==> src/rtl/seg_scan_mux.sv <==
// seg_scan_mux: 8-digit common-anode seven-segment scan controller with frame-synchronous double buffering
//   clk, resetn      : clock, synchronous active-low reset
//   en               : scan enable (divider and digit index hold while low, anodes go dark)
//   load             : strobe capturing data_in/dp_in/lzb_in into the pending buffer
//   data_in, dp_in   : display word (nibble i -> digit i, digit 0 rightmost) and per-digit decimal points
//   lzb_in           : leading-zero blanking enable
//   an               : active-low anode selects
//   nibble, q        : selected digit value and decimal-point code (2'b10 = on) for the decoder
//   frame_start      : pulse while digit 0 is first presented in a frame
module seg_scan_mux #(
  parameter logic [15:0] CLK_DIV     = 16'd50000,
  parameter logic        LZB_DEFAULT = 1'b0
) (
  input  logic        clk,
  input  logic        resetn,
  input  logic        en,
  input  logic        load,
  input  logic [31:0] data_in,
  input  logic [7:0]  dp_in,
  input  logic        lzb_in,
  output logic [7:0]  an,
  output logic [3:0]  nibble,
  output logic [1:0]  q,
  output logic        frame_start
);
  logic [15:0] div_cnt;
  logic [2:0]  idx;
  logic [31:0] sh_data, pend_data;
  logic [7:0]  sh_dp, pend_dp;
  logic        sh_lzb, pend_lzb, pend_v;
  logic        started, wrap;
  logic        tick, boundary, blank;
  assign tick     = en && (div_cnt == CLK_DIV - 16'd1);
  assign boundary = tick && (idx == 3'd7);
  // blank when this digit and everything to its left is zero and it carries no dp
  assign blank = sh_lzb && (idx != 3'd0) && !sh_dp[idx] && ((sh_data >> {idx, 2'b00}) == 32'h0);
  always_ff @(posedge clk) begin
    if (!resetn) begin
      div_cnt     <= '0;
      idx         <= '0;
      sh_data     <= '0;
      sh_dp       <= '0;
      sh_lzb      <= LZB_DEFAULT;
      pend_data   <= '0;
      pend_dp     <= '0;
      pend_lzb    <= 1'b0;
      pend_v      <= 1'b0;
      started     <= 1'b0;
      wrap        <= 1'b0;
      an          <= 8'hFF;
      nibble      <= '0;
      q           <= 2'b00;
      frame_start <= 1'b0;
    end else begin
      if (en) begin
        div_cnt <= tick ? 16'd0 : div_cnt + 16'd1;
        idx     <= tick ? idx + 3'd1 : idx;
      end
      if (boundary) begin
        // a load landing on the boundary bypasses pending so the new frame shows it
        if (load) {sh_data, sh_dp, sh_lzb} <= {data_in, dp_in, lzb_in};
        else if (pend_v) {sh_data, sh_dp, sh_lzb} <= {pend_data, pend_dp, pend_lzb};
        pend_v <= 1'b0;
      end else if (load) begin
        {pend_data, pend_dp, pend_lzb} <= {data_in, dp_in, lzb_in};
        pend_v <= 1'b1;
      end
      // wrap remembers a boundary until the idx=0 outputs are actually presented
      wrap        <= boundary ? 1'b1 : (en ? 1'b0 : wrap);
      started     <= started | en;
      frame_start <= en && (wrap || !started);
      an          <= (!en || blank) ? 8'hFF : ~(8'b1 << idx);
      if (en) begin
        nibble <= sh_data[{idx, 2'b00} +: 4];
        q      <= sh_dp[idx] ? 2'b10 : 2'b00;
      end
    end
  end
endmodule

==> config.mk <==
export PLATFORM = sky130hd
export DESIGN_NAME = seg_scan_mux
export DESIGN_NICKNAME = d
export VERILOG_FILES = /design/src/rtl/seg_scan_mux.sv
export SDC_FILE = /design/constraint.sdc
export NUM_CORES = 1
export LEC_CHECK = 0
export ABC_AREA = 1
export BUFFER_PORTS_ARGS = -buffer_cell sky130_fd_sc_hd__buf_4
export CAP_MARGIN = 10
export CORE_ASPECT_RATIO = 0.75
export CORE_MARGIN = 1.5
export CORE_UTILIZATION = 50
export DETAILED_ROUTE_END_ITERATION = 10
export HOLD_SLACK_MARGIN = 0.12
export PLACE_DENSITY = 0.69
export SYNTH_ARGS = -nofsm -noshare
export SYNTH_HDL_FRONTEND = slang
export SYNTH_SLANG_ARGS = --single-unit
==> constraint.sdc <==
create_clock -name clk -period 3.9 [get_ports clk]
set_clock_uncertainty 0.05 [all_clocks]
set_input_delay 0.195 -clock clk [delete_from_list [all_inputs] [get_ports clk]]
set_output_delay 0.195 -clock clk [all_outputs]
set_load 0.02 [all_outputs]
==> flow_metrics.py <==
metrics = {
    "worst_hold_path": {
        "holdCritPathClass": "input pin to register",
        "whs_path_depth": 3,
    },
    "global_routing": {
        "antenna_found_initial": 0,
        "grt_max_degree": 73,
        "globalRouteOverflowTotal": 0,
        "grt_pass1_vias": 5348,
        "grt_usage_pct": 25.0,
        "grt_pass1_wl_mm": 25.4,
    },
    "cells_and_area": {
        "syn_to_final_growth_pct": 23.6,
        "fill_cells": 1014,
        "layout.nets": 929,
        "seq_area_um2": 2360,
        "drive_gt1_share_pct": 20.7,
        "insertedDiodeCount": 0,
        "final_util_pct": 63.8,
        "final_area_um2": 7470,
        "multi_input_area_um2": 3230,
    },
    "power_and_ir_drop": {
        "powerDensity_nw_per_um2": 409,
        "comb_power_share_pct": 7.7,
        "power.leakage_nw": 3.17,
        "internal_power_mw": 2.37,
        "p_clk_share_pct": 51.4,
        "sw_frac_of_total_pct": 22.6,
        "ir_drop_mv": 0.287,
        "seqPwrFrac_pct": 40.9,
        "p_sw_mw": 0.690,
    },
    "yosys": {
        "synth_edf_count": 0,
        "synth.net_count": 860,
        "ys_warn_count": 0,
        "yosysMostFrequentCell": "nand2_1",
        "synth_area_leaders": "dfxtp_1 (39%), nand2_1 (10%), mux2_2 (7.6%), nand3_1 (7.4%), nor3_2 (6.5%)",
        "synth_top_cell_area_share_pct": 39.1,
        "yosysTopAreaCell": "dfxtp_1",
        "ys_seq_area_share_pct": 39.1,
        "synth.distinct_cells": 35,
        "synthCells": 808,
        "synth_area_um2": 6040,
        "synth-seq-cells": 118,
        "async_flop_share_pct": 0,
        "synth_commonest_cells": "nand2_1 (167), dfxtp_1 (118), nand3_1 (89)",
        "synthFlopType": "dfxtp_1",
        "synth.avg_cell_area_um2": 7.47,
    },
    "detailed_routing": {
        "drc": 0,
        "num_vias": 5599,
        "routed_via_density": 5.32,
        "drt_iter0_markers": 360,
        "finalWirelength_mm": 15.1,
        "dr.pass1.iters": 5,
        "drtAntennaViolNets": 0,
        "avgRoutedWirePerCell_um": 14.3,
    },
    "clock_tree": {
        "cts_buffer_depth": 2,
        "root_buffer": "clkbuf_16",
        "numCtsBuffers": 17,
        "clock_latency_ns": 0.41,
        "cts_sinks": 118,
        "htreeDepth": 4,
        "hold_buffers": 42,
        "cts_tree": "yes",
        "cts_resized": 0,
        "post-cts-setup-buffer-count": 0,
        "clk_pin_slew_ns": 0.06,
    },
    "place": {
        "dp_hpwl_mm": 9.83,
        "place_congestion": 0.922,
        "place_area_um2": 6450,
        "port_buffers": 58,
    },
    "die": {
        "rows": 34,
        "die_w_um": 130,
        "pin_count": 60,
        "core_area_um2": 11700,
        "die_h_um": 98.2,
        "initial_utilization_pct": 51.6,
        "dieArea_um2": 12800,
    },
    "timing": {
        "finalCritPeriodShare_pct": 69.2,
        "finalHoldViolCount": 0,
        "worst_pin_slew_ns": 0.916,
        "setup_viol": 0,
        "maxSlewHeadroom_pct": 38.9,
        "slew_viol_final": 0,
        "grt_setup_unrepaired": "false",
        "period_minus_slack_ns": 2.70,
        "fin_setup_tns_ns": 0,
        "fmax_mhz": 370,
    },
    "setup_path": {
        "startpoint_type": "register",
        "ff2ff_path_depth": 6,
        "worstPathArrival_ns": 2.98,
        "crit_path_max_fanout": 41,
        "crit_type": "register to register",
        "crit_path_end_kind": "register",
        "crit_required_ns": 4.18,
    },
    "status": {
        "outcome": "finished clean",
    },
    "flow_run": {
        "drv_cap": 0,
    },
}
-- power groups by stage --
stage          combinational [mW]  sequential [mW]  clock (mW)
6_report                    0.235             1.25        1.57
5_1_grt                     0.255             1.25        1.66
4_1_cts                     0.234             1.25        1.60
3_5_place_dp                0.199             1.28           0
3_3_place_gp                0.192             1.27           0
2_1_floorplan               0.130             1.27           0
-- critical path, cell delays in order (launching register included) --
cell and delay (ns):
dfxtp_1 0.68, ha_1 0.30, ha_1 0.24, nand4_4 0.29, nand2_2 0.69, nand2_1 0.13
a21oi_1 0.20
-- cells in the final DEF (no fill, tap or decap), drive strengths merged, types with 2 or more instances in the layout --
cell,instances
nand4,8
clkinvlp,5
a31oi,4
ha,7
nor3,57
clkbuf,19
nor2,85
inv,44
bufinv,3
nand3,89
mux2,41
o21ai,61
nand2,168
nand3b,2
buf,64
dfxtp,118
nor4,3
and2,2
xor2,3
dlygate4sd3,42
a21oi,53
clkinv,6
-- path summary, 6_finish.rpt --
check	from	slack (ns)	endpoint
setup / recovery	idx[1]	1.20	pend_data[26]
hold / removal	load	0.17	pend_data[12]
setup reg to reg	idx[1]	1.20	pend_data[26]
hold reg to reg	pend_dp[1]	0.41	pend_dp[1]
-- per-stage QoR --
stage               setup WS, ns  hold WS, ns  cells  power [mW]
global route               0.896        0.164   1052        3.17
CTS                         1.20        0.153   1052        3.09
floorplan                   2.16        0.310    808        1.40
global placement            1.42        0.396    978        1.47
detailed placement          1.22        0.403    978        1.47
finish                      1.20        0.169   1052        3.06
-- area by class of cell --
class	count	share of cell area (%)
Timing Repair Buffer	106	12.1
Inverter	45	2.26
Clock buffer	19	5.93
Tap cell	162	2.71
Clock inverter	13	2.09
Multi-Input combinational cell	589	43.3
Sequential cell	118	31.6
-- layer usage --
| metal | up-vias | wire (µm) | track usage, % |
|---|---|---|---|
| li1 | 2840 | - | - |
| met1 | 2594 | 7170 | 33.9 |
| met2 | 151 | 6990 | 40.2 |
| met3 | 14 | 734 | 4.77 |
| met4 | 0 | 170 | 7.95 |
| met5 | - | 0 | 0 |
-- cell families (layout without fill, tap and decap cells) --
logic type	Yosys count	in the layout	share of synthesized area, %
other	1	1	0.0621
buffers and inverters	101	183	7.64
AOI/OAI and AO/OA	121	121	10.2
DFF	118	118	39.1
and+or+nand+nor	415	415	33.3
adders and majority gates	7	7	1.45
xor gates and xnor gates	4	4	0.580
muxes	41	41	7.64
-- sequential cells by signal, summed over array words and instances (netlist names), 3 cells and up --
signal     flops
nibble         4
an             8
pend_dp        8
div_cnt       16
sh_data       32
idx            3
pend_data     32
sh_dp          8
No activity file was read; power rests on OpenSTA's default activity.
